[config.mk]
export PLATFORM = sky130hd
export DESIGN_NAME = hazard_ctrl
export DESIGN_NICKNAME = d
export VERILOG_FILES = /design/src/rtl/hazard_ctrl_pkg.sv /design/src/rtl/hazard_ctrl_mdu.sv /design/src/rtl/hazard_ctrl.sv
export SDC_FILE = /design/constraint.sdc
export NUM_CORES = 1
export LEC_CHECK = 0
export ABC_AREA = 1
export BUFFER_PORTS_ARGS = -buffer_cell sky130_fd_sc_hd__buf_2
export CAP_MARGIN = 30
export CELL_PAD_IN_SITES_DETAIL_PLACEMENT = 2
export CELL_PAD_IN_SITES_GLOBAL_PLACEMENT = 2
export CORE_ASPECT_RATIO = 1.2
export CORE_MARGIN = 2
export CORE_UTILIZATION = 26
export DETAILED_ROUTE_END_ITERATION = 10
export PLACE_DENSITY = 0.76
export SETUP_SLACK_MARGIN = 0.02
export SLEW_MARGIN = 20
export SYNTH_ARGS = -nofsm -noshare
export SYNTH_HDL_FRONTEND = slang
export SYNTH_HIERARCHICAL = 1
export SYNTH_SLANG_ARGS = --single-unit
[constraint.sdc]
create_clock -name Clock -period 1.78 [get_ports Clock]
set_input_delay 0.178 -clock Clock [delete_from_list [all_inputs] [get_ports Clock]]
set_output_delay 0.178 -clock Clock [all_outputs]
set_load 0.02 [all_outputs]
[src/rtl/hazard_ctrl_pkg.sv]
// Shared constants, hazard flag bundle and register-match helper for the
// ID-stage hazard controller.
package hazard_ctrl_pkg;

    localparam int          MDU_LATENCY_DEF = 32;
    localparam int          STALL_CNT_W     = 32;
    localparam int          MDU_CNT_W       = 6;
    localparam logic [4:0]  REG_ZERO        = 5'd0;

    typedef struct packed {
        logic load_use;
        logic br_haz;
        logic mdu_haz;
    } hazard_t;

    // A producer matches a consumer when it writes a nonzero register the
    // consumer reads; rt only counts when the instruction actually reads it.
    function automatic logic reg_match(
        input logic       wr,
        input logic [4:0] rd,
        input logic [4:0] rs,
        input logic [4:0] rt,
        input logic       uses_rt
    );
        return wr && (rd != REG_ZERO) && ((rd == rs) || (uses_rt && (rd == rt)));
    endfunction

endpackage

[src/rtl/hazard_ctrl_mdu.sv]
// Multiply/divide busy window: a down-counter reloaded on every start.
module mdu_busy_tracker
    import hazard_ctrl_pkg::*;
#(
    parameter int MDU_LATENCY = MDU_LATENCY_DEF
) (
    input  logic Clock,
    input  logic Reset,
    input  logic Start,
    output logic Busy
);

    localparam logic [MDU_CNT_W-1:0] LAT = MDU_CNT_W'(MDU_LATENCY);

    logic [MDU_CNT_W-1:0] cnt;

    // Start wins over decrement, so a restart at count 1 leaves no idle gap.
    always_ff @(posedge Clock or posedge Reset) begin
        if (Reset)
            cnt <= '0;
        else if (Start)
            cnt <= LAT;
        else if (cnt != '0)
            cnt <= cnt - 1'b1;
    end

    assign Busy = (cnt != '0);

endmodule

[src/rtl/hazard_ctrl.sv]
// ID-stage hazard controller: load-use / branch-operand / MDU stalls, jump and
// flush gating, and a saturating stall-cycle counter.
module hazard_ctrl
    import hazard_ctrl_pkg::*;
#(
    parameter int MDU_LATENCY = MDU_LATENCY_DEF,
    parameter int CNT_W       = STALL_CNT_W
) (
    input  logic             Clock,
    input  logic             Reset,
    input  logic             ID_Valid,
    input  logic [4:0]       ID_Rs,
    input  logic [4:0]       ID_Rt,
    input  logic             ID_UsesRt,
    input  logic             ID_Branch,
    input  logic             ID_Jump,
    input  logic             ID_MduUse,
    input  logic             EX_RegWrite,
    input  logic             EX_MemRead,
    input  logic [4:0]       EX_Rd,
    input  logic             EX_MduStart,
    input  logic             MEM_MemRead,
    input  logic [4:0]       MEM_Rd,
    input  logic             Branch_Taken,
    output logic             PC_Sub_4_Data,
    output logic             IF_ID_Hold,
    output logic             IF_ID_Flush,
    output logic             ID_EX_Bubble,
    output logic             Jump,
    output logic             Mdu_Busy,
    output logic [CNT_W-1:0] Stall_Count
);

    logic    match_ex;
    logic    match_mem;
    hazard_t haz;
    logic    stall;

    mdu_busy_tracker #(.MDU_LATENCY(MDU_LATENCY)) u_mdu (
        .Clock (Clock),
        .Reset (Reset),
        .Start (EX_MduStart),
        .Busy  (Mdu_Busy)
    );

    assign match_ex  = reg_match(EX_RegWrite, EX_Rd,  ID_Rs, ID_Rt, ID_UsesRt);
    assign match_mem = reg_match(MEM_MemRead, MEM_Rd, ID_Rs, ID_Rt, ID_UsesRt);

    always_comb begin
        haz          = '0;
        haz.load_use = EX_MemRead && match_ex;
        haz.br_haz   = ID_Branch && (match_ex || match_mem);
        haz.mdu_haz  = ID_MduUse && Mdu_Busy;
    end

    // Reset forces every combinational output low regardless of inputs.
    assign stall = !Reset && ID_Valid && (|haz);

    assign PC_Sub_4_Data = stall;
    assign IF_ID_Hold    = stall;
    assign ID_EX_Bubble  = stall;

    // A stalled control instruction redirects on its first unstalled cycle.
    assign Jump        = !Reset && !stall && ID_Valid && ID_Jump;
    assign IF_ID_Flush = !Reset && !stall &&
                         ((ID_Valid && ID_Jump) || (ID_Branch && Branch_Taken));

    always_ff @(posedge Clock or posedge Reset) begin
        if (Reset)
            Stall_Count <= '0;
        else if (stall && (Stall_Count != {CNT_W{1'b1}}))
            Stall_Count <= Stall_Count + 1'b1;
    end

endmodule

After elaboration in Yosys (flattened, before gate mapping)
Index checks and enable logic that the tools add are counted.

Input bits: 32. Output and inout bits: 38. Bits in registers: 38.

Equality and inequality tests: 5. Add/sub/neg operators: 2. Multiplexer cells: 2. Reductions and logical operators: 29.

Operator list (count): $add A32 B1 Y32 const B (1); $ne A32 B32 Y1 const B (1); $eq A5 B5 Y1 (4); $logic_and A1 B1 Y1 (18); $mux W6 (2); $reduce_bool A5 Y1 (2); $reduce_bool A6 Y1 (1); $sub A6 B1 Y6 const B (1); $logic_or A1 B1 Y1 (4); $reduce_or A3 Y1 (1); $logic_not A1 Y1 (2); $reduce_bool A2 Y1 (1).

Depth between registers and ports, before layout
Gate-level depths: netlist (run 1).

Word-level depth: 12. Depth in mapped cells: 14.

Hierarchy
Netlist (run 1), hierarchy kept.

Modules (own cells, without submodules): hazard_ctrl (instances 1, area an instance 2748.9 sq um, cells each 439, seq. area each 800.8 sq um); mdu_busy_tracker (instances 1, area an instance 359.1 sq um, cells each 44, seq. area each 150.1 sq um).

Worst setup path after synthesis (run 1)
Ideal clock, no wire load.

Path type: register to register. Start: reg Stall_Count[0]. End: reg Stall_Count[15]. Setup slack: -0.059 ns. Arrival time: 1.721 ns. Period minus slack after synthesis: 1.839 ns. Stages on the path, launching flop included: 11. Cell sequence: dfrtp_1 ha_1 nand2_2 nor2_4 nand2_4 nor2_8 nand3_4 buf_6 buf_6 nand4_1 nand2_1.

Longest elaborated chain between the ends: 2. Elaborated cells between the ends (all ways): 3. Those cells by class: 1 x add/sub; 1 x eq/ne; 1 x reduce/logical.

RTL lines: start, declared (RTL line hazard_ctrl.sv:31) `output logic [CNT_W-1:0] Stall_Count`; start signal, assigned (RTL line hazard_ctrl.sv:72) `Stall_Count <= Stall_Count + 1'b1;`; parallel branches: the longest is 2 deep, another holds $add A32 B1 Y32.

Parallel ways; which one is timed is not known. A chain may end at the register's enable or synchronous reset.

Worst setup path in the final report (run 1)
Start: reg Stall_Count[5]. End: reg Stall_Count[4].

Longest elaborated chain between the ends: 2.

RTL lines: $ne A32 B32 Y1 (RTL line hazard_ctrl.sv:71) `else if (stall && (Stall_Count != {CNT_W{1'b1}}))`; $logic_and A1 B1 Y1 (RTL line hazard_ctrl.sv:71).

No other way between the ends.

==> results_dict.tcl, run 1 <==
set metrics [dict create \
    hpwlAfterDp_mm 9.02 \
    routed_wl_mm 14.0 \
    yosysSeqAreaShare_pct 30.6 \
    syn_area_per_cell_sq_um 6.43 \
    ios 70 \
    fillerInstances 1394 \
    cts-htree-levels 2 \
    rows 43 \
    leakage_nw 2.41 \
    slew_viol_final 0 \
    place_area_sq_um 3800 \
    violations "setup timing" \
    stdcell_count 755 \
    hp-class "in2async" \
    initial_core_util_pct 26.7 \
    p_sw_share_pct 35.6 \
    period_needed_ps 1840 \
    cp-end-kind "flip-flop" \
    syn_area_sq_um 3110 \
    via_per_inst 4.97 \
    clock_sinks 38 \
    place_congestion 0.830 \
    tightest_slew_ps 533 \
    power_density_nw_per_um2 729 \
    dr.first_iter.drc_count 132 \
    hold_viol 0 \
    startpoint_type "flip-flop" \
    numCtsBuffers 5 \
    overflow 0 \
    wl_per_cell_um 18.5 \
    grt_pass1_wl_mm 19.8 \
    ant_nets 0 \
    track_usage_pct 18.9 \
    power.share.clock_pct 33.6 \
    clk_pin_slew_ps 70 \
    synth_cell_types 33 \
    clockRootBuffer "clkbuf_16" \
    grt_max_degree 33 \
    first_pass_iters 4 \
    syn_inst 483 \
    combPwrFrac_pct 33.3 \
    synth_warnings 6 \
    dieArea_sq_um 12800 \
    crit_arrival_ps 2070 \
    clkLatencyLatePin_ps 300 \
    seqPwrFrac_pct 33.2 \
    clock_skew_ps 10.3 \
    drive_above_1_share_pct 36.0 \
    final_cell_area_sq_um 4450 \
    num_vias 3749 \
    drv_cap 0 \
    core_area_sq_um 11600 \
    drc_errors 0 \
    dp.cells 726 \
    synthToLayoutAreaGrowth_pct 43.3 \
    cellInternalPower_mw 2.09 \
    rsz0062_at_grt "yes" \
    setup_viol_count_final 11 \
    path_class "reg2reg" \
    die_h_um 124 \
    layout.nets 632 \
    clockBufferDepth 2 \
    power.net_switching_mw 1.16 \
    antenna_found_initial 0 \
    cts_tree "built" \
    critPathRequiredTime_ps 2020 \
    synth_nets 518 \
    dieWidth_um 104 \
    slew_headroom_pct 64.4 \
    io_buffers 69 \
    num_antenna_cells 0 \
    cp_max_fo 5 \
    grt_pass1_vias 4037 \
    ir_drop_uv 344 \
    fmax_mhz 545 \
    synth-seq-cells 38 \
    setup_slack_ps -55.0 \
    outcome "finished, violations left" \
    post-route-period-util_pct 103 \
]
[placed cells by master (no fill, tap or decap), types with 2 or more instances in the layout]
cell type	count
buf_4	45
nand2_4	8
nor3_4	3
nand4_1	46
nor2_4	7
inv_4	2
clkbuf_16	7
buf_2	68
xnor2_1	7
inv_2	9
nor3_2	4
nand3_4	6
nand3_2	5
dfrtp_2	6
o21ai_1	2
nand2_1	153
nor3_1	3
inv_1	57
nor2_2	9
ha_4	2
nand3_1	24
a21oi_1	2
nand3b_1	2
xor2_1	10
buf_6	4
dfrtp_1	32
nand2_2	24
nor2_1	39
[layer usage]
metal	routed length, um	track usage (%)	vias to the layer above	share of wire (%)
met2	7650	39.4	84	55
met4	448	3.63	0	3.2
met3	401	2.25	31	2.9
met1	5460	20.5	1877	39
li1	-	-	1757	-
met5	0	0	-	0
[logic make-up after synthesis]
kind of cell | after synthesis | synth area share (%)
compound gates | 6 | 1.09
xor+xnor | 17 | 4.79
fa+ha+maj | 3 | 1.21
buf+inv | 83 | 11.7
flops | 38 | 30.6
simple gates | 336 | 50.6
[critical path: stages, from the launching register on]
cell and delay (ps):
dfrtp_1 390, nand2_1 160, nor2_4 190, nand2_4 110
nor2_8 190, nand3_4 170, nand3_4 220, clkbuf_16 200
nand2_2 60, nand2_1 70
[flip-flops by register name (all words and copies together) (netlist names)]
name,cells
u_mdu/cnt,6
Stall_Count,32
[synthesized netlist by cell type (all sizes together)]
cell	number	area share (%)
a21oi	2	0.32
a22o	1	0.28
and2	1	0.20
buf	12	3.1
clkbuf	3	0.36
dfrtp	38	31
ha	3	1.2
inv	68	8.2
nand2	185	23
nand3	34	6.6
nand3b	2	0.48
nand4	46	9.3
nor2	56	8.1
nor3	10	2.7
o21ai	3	0.48
or2	2	0.40
xnor2	7	2.0
xor2	10	2.8
[power by group through the flow]
stage,sequential (mW),clock [mW],combinational (mW)
after floorplan,1.11,0,0.532
after global placement,1.06,0,0.818
after detailed placement,1.07,0,0.879
after CTS,1.07,1.09,0.938
after global routing,1.09,1.13,1.19
final,1.08,1.09,1.08
[metrics by stage]
step / power, mW / hold WS, ps / setup WS [ps] / setup TNS [ps] / util (%)
detailed placement: 1.95 / 156 / 4.26 / 0 / 32.7
finish: 3.25 / 66.8 / -55.0 / -325 / 38.3
global placement: 1.88 / 150 / 73.5 / 0 / 32.7
global route: 3.42 / 108 / -120 / -2060 / 38.3
floorplan: 1.64 / -31.0 / 26.3 / 0 / -
CTS: 3.09 / 90.1 / -3.80 / -3.80 / 34.9
[final cells by class]
cell class	count	area [sq um]	share of cell area, %
multi-input combinational	363	2060	46.3
sequential	38	958	21.5
timing repair buffer	121	803	18.0
inverter	68	260	5.84
tap	157	196	4.41
clock buffer	7	143	3.20
clock inverter	1	30.0	0.674
[final timing paths]
check | startpoint | to | slack [ps] | depth (start not counted)
min in group Clock | EX_MduStart | u_mdu/cnt[3] | 90 | 2
worst max-delay path | Stall_Count[5] | Stall_Count[4] | -60 | 9
worst max register to register | Stall_Count[5] | Stall_Count[4] | -60 | 9
worst min-delay path | Reset | Stall_Count[18] | 70 | 3
worst min register to register | Stall_Count[31] | Stall_Count[31] | 540 | 2
max in group asynchronous | Reset | u_mdu/cnt[3] | 1180 | 3
[what timing repair did]
| item | 4_1_cts | 5_1_grt |
|---|---|---|
| cloned | 0 | 4 |
| gates resized for setup | 14 | 63 |
| pin swaps | 0 | 10 |
| endpoints found under the setup margin | 10 | 35 |
| buffers inserted | 2 | 14 |
| hold buffers | 1 | 0 |
| hold endpoints to repair | 6 | 0 |
Power figures use the tool's default switching activity.
==> run 2: changes to the inputs <==
Settings changed: REMOVE_ABC_BUFFERS set to 1.
==> run 2 against run 1 <==
  * The flow still finishes with violations (setup timing)
  * Wire length is 0.98% higher
  * Global-route usage is 1.0 points higher
  * Worst setup slack worse by 23 ps
  * Design area is 0.87% higher
  * Combinational power is 8% higher
  * Cell count is 0.26% higher
  * Power is 1.6% lower
  * Via count is 0.61% lower
  * Clock power is 13% lower
  * Worst hold slack better by 14 ps
  * Critical path type unchanged
==> results_dict.tcl, run 2 (synthesis results as in run 1) <==
set metrics [dict create \
    initial_core_util_pct 26.7 \
    die_h_um 124 \
    final_cell_area_sq_um 4490 \
    crit_start "Stall_Count[1]" \
    path_class "reg2reg" \
    clock_sinks 38 \
    ir_drop_uv 556 \
    slowest_stage "dfrtp_1" \
    via_per_inst 4.92 \
    clk_pin_slew_ps 60 \
    slew_viol_final 0 \
    wl_per_cell_um 18.6 \
    drive_above_1_share_pct 37.0 \
    r2r_slack_ps -80 \
    dieArea_sq_um 12800 \
    synthToLayoutAreaGrowth_pct 44.6 \
    grt_max_degree 47 \
    r2r-start "Stall_Count[1]" \
    cts_tree "built" \
    place_congestion 0.807 \
    drc_errors 0 \
    largest_register_ffs 32 \
    cp_slowest_stage_delay_ps 370 \
    setup_viol_count_final 18 \
    cp_num_cells 11 \
    ios 70 \
    power_density_nw_per_um2 711 \
    path_cells "ha_2 > nand2_2 > nor2_4 > nand2_4 > nor2_8 > nand3_4 > buf_6 > nand3_4 > clkbuf_16 > nand2_1 > nand2_1" \
    rsz0062_at_grt "yes" \
    crit_arrival_ps 2080 \
    holdCritStartpoint "EX_MduStart" \
    setup_slack_ps -78.4 \
    num_antenna_cells 0 \
    clkLatencyLatePin_ps 290 \
    mostFrequentLayoutCell "nand2_1" \
    combPwrFrac_pct 36.6 \
    clockRootBuffer "clkbuf_16" \
    slew_headroom_pct 68.7 \
    hpwlAfterDp_mm 9.27 \
    ant_nets 0 \
    clock_skew_ps 7.35 \
    grt_pass1_wl_mm 20.5 \
    path_buf_inv 2 \
    place_area_sq_um 3850 \
    startpoint_type "flip-flop" \
    p_total_mw 3.19 \
    outcome "finished, violations left" \
    track_usage_pct 20.0 \
    fillerInstances 1442 \
    core_area_sq_um 11600 \
    fin_util_pct 38.7 \
    top_register "Stall_Count" \
    leakage_nw 2.43 \
    first_pass_iters 4 \
    top_regs "Stall_Count: 32 flops, u_mdu/cnt: 6 flops" \
    num_vias 3726 \
    min_path_cells 2 \
    seqPwrFrac_pct 33.7 \
    routed_wl_mm 14.1 \
    overflow 0 \
    numCtsBuffers 5 \
    cp_max_fo 5 \
    p_sw_share_pct 37.2 \
    crit_family "simple AND/OR/NAND/NOR gates" \
    power.net_switching_mw 1.19 \
    clockBufferDepth 2 \
    io_buffers 69 \
    hp-class "in2reg" \
    dp_slack_ps -0.801 \
    critPathRequiredTime_ps 2010 \
    power.share.clock_pct 29.7 \
    grt_pass1_vias 3993 \
    violations "setup timing" \
    drv_cap 0 \
    tightest_slew_ps 469 \
    layout.nets 634 \
    rows 43 \
    cts-htree-levels 2 \
    dr.first_iter.drc_count 135 \
    dieWidth_um 104 \
    cp-end-kind "flip-flop" \
    post-route-period-util_pct 104 \
    period_needed_ps 1860 \
    cellInternalPower_mw 2.00 \
    worst_r2r_path_depth 11 \
    layout_common_cells "nand2_1 (145), buf_2 (68), inv_1 (56)" \
    fmax_mhz 538 \
    hold_viol 0 \
    antenna_found_initial 0 \
]
==> run 2: changes by cell type in the layout (fill, tap and decap cells not counted), moves of 4 or more <==
cell	before	now
nand2_1	153	145
nand2_4	8	14
nand3_1	24	28
nor2_2	9	13
==> run 2: path summary, 6_finish.rpt <==
kind | to
worst max-delay path | Stall_Count[6]
worst max register to register | Stall_Count[6]
worst min register to register | Stall_Count[10]
max in group asynchronous | u_mdu/cnt[3]
min in group asynchronous | Stall_Count[29]
worst min-delay path | u_mdu/cnt[3]
==> run 2: final cells by class <==
type / count / area (sq um) / share of cell area, %
flip-flops and latches: 38 / 955 / 21.2
clock buffers: 7 / 143 / 3.17
well taps: 157 / 196 / 4.37
inverters: 68 / 255 / 5.68
multi-input cells: 362 / 2070 / 46.1
repair buffers: 124 / 867 / 19.3
clock inverters: 1 / 5.00 / 0.111
==> run 2: through the flow <==
stage               TNS [ps]  hold WS [ps]  instances
finish                  -883          80.8        757
global route           -2930           100        757
CTS                        0          73.1        742
detailed placement    -0.801           168        729
global placement           0           157        729
floorplan             -24710         -31.0        468
==> run 2: per-layer routing <==
layer | up-vias | GRT usage, % | share of wire, %
li1 | 1766 | - | -
met1 | 1880 | 22.3 | 39
met2 | 63 | 39.6 | 56
met3 | 17 | 3.04 | 2.3
met4 | 0 | 5.15 | 1.8
met5 | - | 0 | 0
==> run 2: what timing repair did <==
item | CTS | global route
buffers inserted | 4 | 12
hold buffers | 1 | 0
gates resized for setup | 18 | 74
setup endpoints to repair | 14 | 31
cloned | 0 | 3
hold endpoints to repair | 6 | 0
pin swaps | 5 | 13
==> run 2: power groups by stage <==
stage          Sequential, mW  Clock [mW]  Combinational (mW)
2_1_floorplan            1.11           0               0.494
3_3_place_gp             1.06           0               0.848
3_5_place_dp             1.07           0               0.902
4_1_cts                  1.05       0.971                1.00
5_1_grt                  1.09       0.997                1.29
6_report                 1.07       0.949                1.17
==> run 3: changes to the inputs <==
Settings changed: GPL_TIMING_DRIVEN set to 0.
==> run 3 against run 2 <==
  * The run still ends with setup timing left
  * Largest power group unchanged
  * Power shrank 3.0%
  * Clock power decreased by 3.5%
  * Sequential cell count did not move
==> results_dict.tcl, run 3 (synthesis results as in run 1) <==
set metrics [dict create \
    outcome "finished, violations left" \
    violations "setup timing" \
    synthToLayoutAreaGrowth_pct 43.3 \
    clk_pin_slew_ps 60 \
    grt_pass1_vias 4054 \
    slew_viol_final 0 \
    hold_viol 0 \
    power.share.clock_pct 29.6 \
    numCtsBuffers 5 \
    die_h_um 124 \
    tightest_slew_ps 559 \
    period_needed_ps 1880 \
    use_met2_pct 41.8 \
    post-route-period-util_pct 106 \
    grt_use_met1_pct 23.2 \
    p_total_mw 3.10 \
    critPathRequiredTime_ps 2000 \
    routed_wl_mm 14.3 \
    use_met3_pct 2.88 \
    final_cell_area_sq_um 4450 \
    top_regs "Stall_Count: 32 flops, u_mdu/cnt: 6 flops" \
    mostFrequentLayoutCell "nand2_1" \
    p_sw_share_pct 38.5 \
    grt_max_degree 34 \
    layout_common_cells "nand2_1 (144), buf_2 (65), inv_1 (54)" \
    slew_headroom_pct 62.6 \
    place_area_sq_um 3590 \
    fmax_mhz 531 \
    seqPwrFrac_pct 34.8 \
    core_area_sq_um 11600 \
    cp-end-kind "flip-flop" \
    cellInternalPower_mw 1.90 \
    clkLatencyLatePin_ps 290 \
    via_per_inst 4.96 \
    antenna_found_initial 0 \
    r2r_slack_ps -100 \
    drc_errors 0 \
    startpoint_type "flip-flop" \
    drive_above_1_share_pct 38.8 \
    dieWidth_um 104 \
    leakage_nw 2.34 \
    overflow 0 \
    wl_per_cell_um 19.2 \
    initial_core_util_pct 26.7 \
    setup_slack_ps -102 \
    path_class "reg2reg" \
    io_buffers 69 \
    grt_pass1_wl_mm 21.1 \
    ant_nets 0 \
    largest_register_ffs 32 \
    first_pass_iters 4 \
    dr.first_iter.drc_count 112 \
    rows 43 \
    layout.nets 619 \
    power.net_switching_mw 1.19 \
    rsz0062_at_grt "yes" \
    track_usage_pct 20.6 \
    clockRootBuffer "clkbuf_16" \
    num_vias 3679 \
    cp_max_fo 7 \
    top_usage_layer "met2" \
    dieArea_sq_um 12800 \
    hp-class "in2reg" \
    clockBufferDepth 2 \
    power_density_nw_per_um2 695 \
    combPwrFrac_pct 35.7 \
    cts_tree "built" \
    ios 70 \
    clock_sinks 38 \
    place_congestion 0.756 \
    hpwlAfterDp_mm 8.27 \
    crit_arrival_ps 2100 \
    setup_viol_count_final 24 \
    cts-htree-levels 2 \
    top_register "Stall_Count" \
    ir_drop_uv 595 \
    drv_cap 0 \
    clock_skew_ps 4.89 \
    num_antenna_cells 0 \
]
[run 3: cell count changes in the layout (fill, tap and decap cells not counted), sizes merged]
cell	previous run	this run
clkinv	1	2
buf	121	102
clkbuf	9	7
nand2	185	187
nand3	34	37
[run 3: final timing paths]
kind / startpoint / end / cells past startpoint
max in group asynchronous: Reset / Stall_Count[14] / 4
max reg2reg: Stall_Count[9] / Stall_Count[15] / 9
min reg2reg: Stall_Count[3] / Stall_Count[3] / 2
min: EX_MduStart / u_mdu/cnt[3] / 2
max: Stall_Count[9] / Stall_Count[15] / 9
min in group asynchronous: Reset / Stall_Count[6] / 3
[run 3: layout make-up]
class / count / area, sq um
clock buffer: 6 / 129
tap: 157 / 196
multi-input combinational: 367 / 2200
timing repair buffer: 104 / 683
fill: 1406 / 7170
clock inverter: 2 / 13.8
inverter: 68 / 258
sequential: 38 / 970
[run 3: through the flow]
stage | instances | utilization [%] | TNS (ps) | worst slack, ps | hold WS (ps)
after CTS | 727 | 35.0 | -122 | -76.4 | 75.4
after floorplan | 468 | - | -24710 | -889 | -31.0
after detailed placement | 696 | 30.9 | -24690 | -973 | 151
after global routing | 742 | 38.3 | -4690 | -229 | 88.8
final | 742 | 38.3 | -1720 | -102 | 75.2
after global placement | 694 | 30.5 | -76610 | -2590 | 141
[run 3: power by group through the flow]
stage / clock network [mW] / logic, mW / registers [mW]
global route: 0.976 / 1.21 / 1.09
floorplan: 0 / 0.494 / 1.11
CTS: 0.939 / 0.994 / 1.07
detailed placement: 0 / 0.793 / 1.09
global placement: 0 / 0.735 / 1.08
finish: 0.916 / 1.10 / 1.08
[run 3: worst max-delay path: stages, from the launching register on]
cell,delay (ps)
dfrtp_2,450
nand2_2,140
nor2_2,220
nand2_2,120
nor2_8,190
nand3_4,190
nand3_4,190
buf_12,160
nand2_4,50
nand2_2,80
[run 3: repair_timing]
action                                 in CTS  in global routing
buffers inserted                           18                 13
endpoints found under the hold margin      12                  0
resized for setup                          33                 83
gates cloned                                4                  2
hold buffers                                1                  0
pin swaps                                  13                 25
setup endpoints to repair                  37                 36
[run 3: metal layers]
layer / vias to the layer above / wire (um)
li1: 1736 / -
met1: 1840 / 5770
met2: 80 / 7770
met3: 23 / 420
met4: 0 / 308
met5: - / 0
